===== src/rtl/frame_rate_ctrl.sv =====
// Frame-rate measurement controller: detects frame wraps on the FIFO y stream,
// counts frames over fixed gate windows and drives the debug/LED bus and alarm.
module frame_rate_ctrl #(
  parameter int unsigned GATE_CYCLES = 125000000,
  parameter int unsigned YW          = 12
) (
  input  logic          clk125m,
  input  logic          reset,
  input  logic          enable,
  input  logic          fifo_wr_en,
  input  logic [YW-1:0] y_din,
  input  logic [1:0]    sw,
  input  logic [7:0]    dipsw,
  output logic [7:0]    signal,
  output logic          frame,
  output logic [7:0]    rate,
  output logic          rate_valid,
  output logic          over,
  output logic [YW-1:0] lines,
  output logic          alarm
);

  localparam int unsigned GW = 27;
  localparam logic [GW-1:0] GATE_LAST = GW'(GATE_CYCLES - 1);

  typedef enum logic [1:0] {
    IDLE    = 2'b00,
    ARM     = 2'b01,
    MEASURE = 2'b10,
    LATCH   = 2'b11
  } state_t;

  state_t        state_q, state_d;
  logic [YW-1:0] y_last_q, y_max_q, lines_q;
  logic          have_prev_q, frame_q;
  logic [GW-1:0] gate_q, gate_d;
  logic [7:0]    cnt_q, cnt_d;
  logic          ovf_q, ovf_d;
  logic [7:0]    rate_q, rate_d;
  logic          over_q, over_d;
  logic          alarm_q, alarm_d;
  logic          bnd;

  // A wrap is a strictly smaller y than the previous write; equal y is not a wrap.
  assign bnd = fifo_wr_en & have_prev_q & (y_din < y_last_q);

  always_ff @(posedge clk125m or posedge reset) begin
    if (reset) begin
      y_last_q    <= '0;
      y_max_q     <= '0;
      lines_q     <= '0;
      have_prev_q <= 1'b0;
      frame_q     <= 1'b0;
    end else begin
      if (fifo_wr_en) begin
        y_last_q    <= y_din;
        have_prev_q <= 1'b1;
      end
      if (bnd) begin
        frame_q <= ~frame_q;
        lines_q <= y_max_q + YW'(1);
        y_max_q <= y_din;
      end else if (fifo_wr_en && (y_din > y_max_q)) begin
        y_max_q <= y_din;
      end
    end
  end

  always_ff @(posedge clk125m or posedge reset) begin
    if (reset) begin
      state_q <= IDLE;
      gate_q  <= '0;
      cnt_q   <= '0;
      ovf_q   <= 1'b0;
      rate_q  <= '0;
      over_q  <= 1'b0;
      alarm_q <= 1'b0;
    end else begin
      state_q <= state_d;
      gate_q  <= gate_d;
      cnt_q   <= cnt_d;
      ovf_q   <= ovf_d;
      rate_q  <= rate_d;
      over_q  <= over_d;
      alarm_q <= alarm_d;
    end
  end

  always_comb begin
    state_d = state_q;
    gate_d  = gate_q;
    cnt_d   = cnt_q;
    ovf_d   = ovf_q;
    rate_d  = rate_q;
    over_d  = over_q;
    alarm_d = alarm_q;
    unique case (state_q)
      IDLE: begin
        gate_d = '0;
        cnt_d  = '0;
        ovf_d  = 1'b0;
        if (enable) state_d = ARM;
      end
      ARM: begin
        if (!enable) begin
          state_d = IDLE;
        end else if (bnd) begin
          state_d = MEASURE;
          gate_d  = '0;
          cnt_d   = '0;
          ovf_d   = 1'b0;
        end
      end
      MEASURE: begin
        if (!enable) begin
          state_d = IDLE;
          gate_d  = '0;
          cnt_d   = '0;
          ovf_d   = 1'b0;
        end else begin
          gate_d = gate_q + GW'(1);
          if (bnd) begin
            if (cnt_q == 8'hFF) ovf_d = 1'b1;
            else                cnt_d = cnt_q + 8'd1;
          end
          if (gate_q == GATE_LAST) state_d = LATCH;
        end
      end
      LATCH: begin
        rate_d  = cnt_q;
        over_d  = ovf_q;
        alarm_d = (cnt_q < dipsw);
        gate_d  = '0;
        // A wrap seen during LATCH opens the next window's count.
        cnt_d   = bnd ? 8'd1 : 8'd0;
        ovf_d   = 1'b0;
        state_d = enable ? MEASURE : IDLE;
      end
      default: state_d = IDLE;
    endcase
  end

  always_comb begin
    signal = '0;
    unique case (sw)
      2'b00: signal = rate_q;
      2'b01: signal = {over_q, alarm_q, state_q, 4'b0000};
      2'b10: signal = lines_q[7:0];
      2'b11: signal = 8'(lines_q >> 8);
      default: signal = '0;
    endcase
  end

  assign rate_valid = (state_q == LATCH);
  assign frame      = frame_q;
  assign rate       = rate_q;
  assign over       = over_q;
  assign alarm      = alarm_q;
  assign lines      = lines_q;

endmodule

===== config.mk =====
export PLATFORM = sky130hd
export DESIGN_NAME = frame_rate_ctrl
export DESIGN_NICKNAME = d
export VERILOG_FILES = /design/src/rtl/frame_rate_ctrl.sv
export SDC_FILE = /design/constraint.sdc
export NUM_CORES = 1
export LEC_CHECK = 0
export BUFFER_PORTS_ARGS = -buffer_cell sky130_fd_sc_hd__buf_2
export CORE_AREA = 2 2 105 87
export DETAILED_ROUTE_END_ITERATION = 7
export DIE_AREA = 0 0 107 89
export PLACE_DENSITY = 0.8
export SLEW_MARGIN = 40
export SYNTH_ARGS = -nofsm -noshare
export SYNTH_HDL_FRONTEND = slang
export SYNTH_SLANG_ARGS = --single-unit

===== constraint.sdc =====
create_clock -name clk125m -period 5.1 [get_ports clk125m]
set_input_delay 0.255 -clock clk125m [delete_from_list [all_inputs] [get_ports clk125m]]
set_output_delay 0.255 -clock clk125m [all_outputs]
set_load 0.02 [all_outputs]

# ---- After elaboration in Yosys (flattened, before gate mapping)
# Index checks and enable logic that the tools add are counted.
dict set report totals {
  in_bits 26
  output_inout_bits 32
  reg_bits 86
  word_cells 73
}
dict set report op_classes {
  add_sub_neg 3
  magnitude_cmp 3
  n_bitwise 3
  reduce_logical 9
  eq_ne 16
  muxes 27
}
# cell count
set ops {}
lappend ops {{two-way mux 27 bit} 3}
lappend ops {{one-hot mux 27 bit (3 select lines)} 1}
lappend ops {{one-hot mux 8 bit (4 select lines)} 2}
lappend ops {{two-way mux 8 bit} 5}
lappend ops {{adder 27 x 1 -> 27 bit (second input constant)} 1}
lappend ops {{== test 27 bit (second input constant)} 1}
lappend ops {{two-way mux 12 bit} 2}
lappend ops {{!= test 3 bit (second input constant)} 5}
lappend ops {{adder 12 x 1 -> 12 bit (second input constant)} 1}
lappend ops {{greater-than comparator 12 bit} 1}
lappend ops {{< comparator 12 bit} 1}
lappend ops {{two-way mux 2 bit} 6}
lappend ops {{adder 8 x 1 -> 8 bit (second input constant)} 1}
lappend ops {{== test 2 bit (second input constant)} 4}
lappend ops {{== test 8 bit (second input constant)} 1}
lappend ops {{< comparator 8 bit} 1}
lappend ops {{one-hot mux 2 bit (4 select lines)} 1}
lappend ops {{AND reduction 4 bit} 2}
lappend ops {{two-way mux 1 bit} 6}
lappend ops {{!= test 2 bit (second input constant)} 3}
lappend ops {{== test 2 x 1 -> 1 bit (second input constant)} 2}
lappend ops {{logical NOT 2 bit} 2}
lappend ops {{one-hot mux 1 bit (3 select lines)} 1}
lappend ops {{AND reduction 3 bit} 1}
lappend ops {{other kinds (6)} 7}

# ---- Logic depth before layout (Yosys ltp)
dict set report depth {
  word_depth 5
  depth_mapped 10
  depth_no_buf 8
}

# ---- Worst setup path after synthesis
# OpenSTA, ideal clock, no wires.
dict set report synth_timing {
  path_type {register to register}
  startpoint {reg y_last_q[11]}
  endpoint {reg y_max_q[0]}
  setup_slack_ns 2.975
  arrival_time_ns 2.000
  t_required_ns 4.975
  setup_time_ns 0.125
  path_stages_with_launch 10
  path_buffers 1
  cell_sequence {dfrtp_1 -> inv_1 -> ha_1 -> and4_1 -> nor3b_2 -> a211oi_2 -> nand2_1 -> o21ai_2 -> buf_6 -> mux2_2}
}
dict set report synth_via {
  elab_chain_len 3
  word_cells_on_any_way 4
}
# element line
set synth_rtl {}
lappend synth_rtl {{start: declaration} 34} ;# logic [YW-1:0] y_last_q, y_max_q, lines_q;
lappend synth_rtl {{start signal: assignment} 56} ;# y_last_q <= y_din;
lappend synth_rtl {{< comparator 12 bit *} 45} ;# assign bnd = fifo_wr_en & have_prev_q & (y_din < y_last_q);
lappend synth_rtl {{bitwise AND 1 bit *} 45}
lappend synth_rtl {{two-way mux 12 bit / nonzero test 2 bit (equally long branches)} --}
lappend synth_rtl {{end signal: assignment} 62} ;# y_max_q <= y_din;
lappend synth_rtl {{end signal: assignment} 64} ;# y_max_q <= y_din;
lappend synth_rtl {{end: declaration} 34}
# Mark *: on every way between the ends. The rest lies on a longest branch, timed or not.
# A chain may end at the register's enable or synchronous reset.

# ---- Worst setup path in the final report
dict set report layout_timing {
  startpoint {reg y_last_q[11]}
  endpoint {reg y_max_q[8]}
}
# Same word-level chain as after synthesis.

==> impl_results.md <==
- Setup TNS: 0 ns
- Worst min path class: primary input to async pin
- Number of diodes: 0
- Synth area leader: dfrtp_1
- Drt wl/cell: 15.8 µm
- Post-synth top area share: 0.435
- First-pass GRT wire length: 18100 µm
- Post-CTS Setup Repair Bufs: 0
- Syn Std Cell Area: 4940 µm²
- Vias in the first global route: approximately 3.8k
- Mapped Cells: 521
- Count of pins over their slew limit: 0
- Largest net degree at the start of global routing: 87
- CP Launch Type: register
- Placed cell areas: 5290 µm²
- Root Driver: clkbuf_8
- Clock Pin Slew Worst Setup and Hold Paths: around 0.080 ns
- Synth cell types: 53
- Boundary pin count: 58
- Peak Freq: 356 MHz
- Most frequent cells in the layout: dfrtp_1 (86), o21ai_0 (71), buf_2 (57)
- Max_slew headroom: 0.547
- Async S/R FF share, synth: 1.00
- Worst path max stage delay: about 0.43 ns
- Clock sink count: 86
- Final HPWL DP: 7670 µm
- Port Buffers: 57
- Cell Pwr Density: between 300 and 400 nW/µm²
- Chip width: approximately 110 µm
- CTS tree: yes
- CP arrival: 3.05 ns
- Depth of the CTS H-tree: 3
- Clock Path Buffers: 2
- Critical path cell sequence: inv_1 > ha_1 > and4_1 > nor3b_2 > a211oi_2 > nand2_2 > o21ai_2 > mux2_2
- Nets: 629
- Worst-path fanout max: 29
- GRT overflow: 0
- Max Cap Viol: 0
- Unrepaired setup endpoints after global routing: no
- Row cnt: 30
- Sequential-to-total area share from yosys stat: 0.435
- Crit path kind: register to register
- #FFs+latches synth: 86
- Period utilization: 0.551
- Worst-Skew Late Latency: 0.35 ns
- Critical Path Sink Type: register
- Worst path top cell family by delay: compound AO/OA/AOI/OAI gates
- Hold_buf cts: 0
- Syn_nets: 580
- CTS Buf Count: 9
- Status: finished clean
- Synth-to-Final Area Change: 12.3%
- Drt total wl: about 11000 µm
- Crit path buffers/inverters: 1
- Chip height: slightly below 90 µm
- # DRC: 0
- Fraction of final layout cells sized beyond drive strength 1: 0.198
- Crit-path slowest cell: a211oi_2
- Via density: 5.87
- Synth warn: 0
- Worst endpoint required time: 5.34 ns
- Post-route ant nets: 0
- P_leak: ~2.7 nW
- Final Setup Violations: 0
- Final Hold Vio Count: 0
- EDFF count, synth: 0
- Post_cts resized: 0
- GRT Util Overall: 0.243
- Vias: 4031
- Die area: 9520 µm²
- Drt pass-1 iters: 5
- Placer congestion estimate: between 0.8 and 0.9
- Commonest non-fill, non-tap cell in the layout: dfrtp_1
- Design area: around 5500 µm²
- Synth Area per Inst: 9.49 µm²
- 1st-iter DRT viols: 333
- CORE AREA: about 8400 µm²
- Antenna violations before repair: 0
- VDD IR max: 0.230 mV
- Area contributors post-synth: dfrtp_1 (44%), ha_1 (8.4%), o21ai_0 (7.2%)
- Worst Skew: 0.00713 ns
- Initial core utilization: 0.590
- Primary FF master, synth: dfrtp_1
- Final min period: approximately 2.8 ns
- Tightest Pin Transition: 0.679 ns
registers in the layout, summed over array words and instances (netlist names):
register / count
frame: 1
gate_q: 27
y_last_q: 12
lines: 12
state_q: 2
alarm: 1
rate: 8
over: 1
y_max_q: 12
have_prev_q: 1
cnt_q: 8
ovf_q: 1
layer usage:
| metal | part of all wire | track usage | vias to the layer above |
|---|---|---|---|
| li1 | - | - | 1966 |
| met5 | 0 | 0 | - |
| met3 | 0.063 | 0.0510 | 10 |
| met1 | 0.47 | 0.334 | 1932 |
| met4 | 0.010 | 0.0673 | 0 |
| met2 | 0.45 | 0.395 | 123 |
kinds of logic after synthesis:
kind of cell / share of synthesized area
flops: 0.435
compound gates: 0.173
simple gates: 0.170
fa+ha+maj: 0.0835
xor+xnor: 0.0230
mux: 0.0641
buf+inv: 0.0509
synth_stat cells, types with 6 or more instances:
| cell type | n |
|---|---|
| a21oi_1 | 20 |
| a31oi_1 | 12 |
| and2_1 | 11 |
| and3_1 | 15 |
| clkbuf_1 | 9 |
| dfrtp_1 | 86 |
| ha_1 | 33 |
| inv_1 | 35 |
| mux2_2 | 21 |
| mux2i_1 | 8 |
| nand2_1 | 55 |
| nand3_1 | 20 |
| nand4_1 | 15 |
| nor2_1 | 20 |
| o21a_1 | 6 |
| o21ai_0 | 71 |
| o21ai_2 | 6 |
| o31ai_1 | 6 |
| xnor2_1 | 11 |
path summary, 6_finish.rpt:
path                         startpoint      endpoint  slack [ns]  cells past startpoint
setup reg to reg           y_last_q[11]    y_max_q[8]        2.29                      8
hold / removal                    reset   y_max_q[11]        0.08                      3
max in group asynchronous         reset    y_max_q[1]        4.55                      3
min in group clk125m          y_din[11]  y_last_q[11]        0.18                      3
hold reg to reg              gate_q[17]    gate_q[17]        0.48                      1
setup / recovery           y_last_q[11]    y_max_q[8]        2.29                      8
worst register-to-register path, stage by stage (launching register included):
cell      delay, ns
dfrtp_1        0.36
inv_1          0.06
ha_1           0.25
and4_1         0.23
nor3b_2        0.16
a211oi_2       0.43
nand2_2        0.39
o21ai_2        0.41
mux2_2         0.42
layout make-up:
type	instances	area, µm²
clock buffers	11	151
multi-input cells	378	2550
clock inverters	5	105
well taps	112	140
inverters	35	133
repair buffers	60	314
fillers	621	2820
flip-flops and latches	86	2150
stage by stage:
stage	instances	setup WS [ns]	util	hold WS, ns	power, W
3_3_place_gp	671	2.04	0.631	0.461	0.00153
2_1_floorplan	521	2.62	-	0.372	0.00137
6_report	687	2.29	0.663	0.0829	0.00215
4_1_cts	687	2.01	0.662	0.131	0.00215
5_1_grt	687	2.04	0.663	0.132	0.00228
3_5_place_dp	671	1.96	0.632	0.461	0.00156
where the power goes:
group          internal [W]  leakage [nW]  switching, W
sequential         0.000796          1.12      0.000115
clock              0.000352         0.122      0.000238
combinational      0.000265          1.45      0.000378
total               0.00141          2.70      0.000731
(Power assumes the default switching activity.)
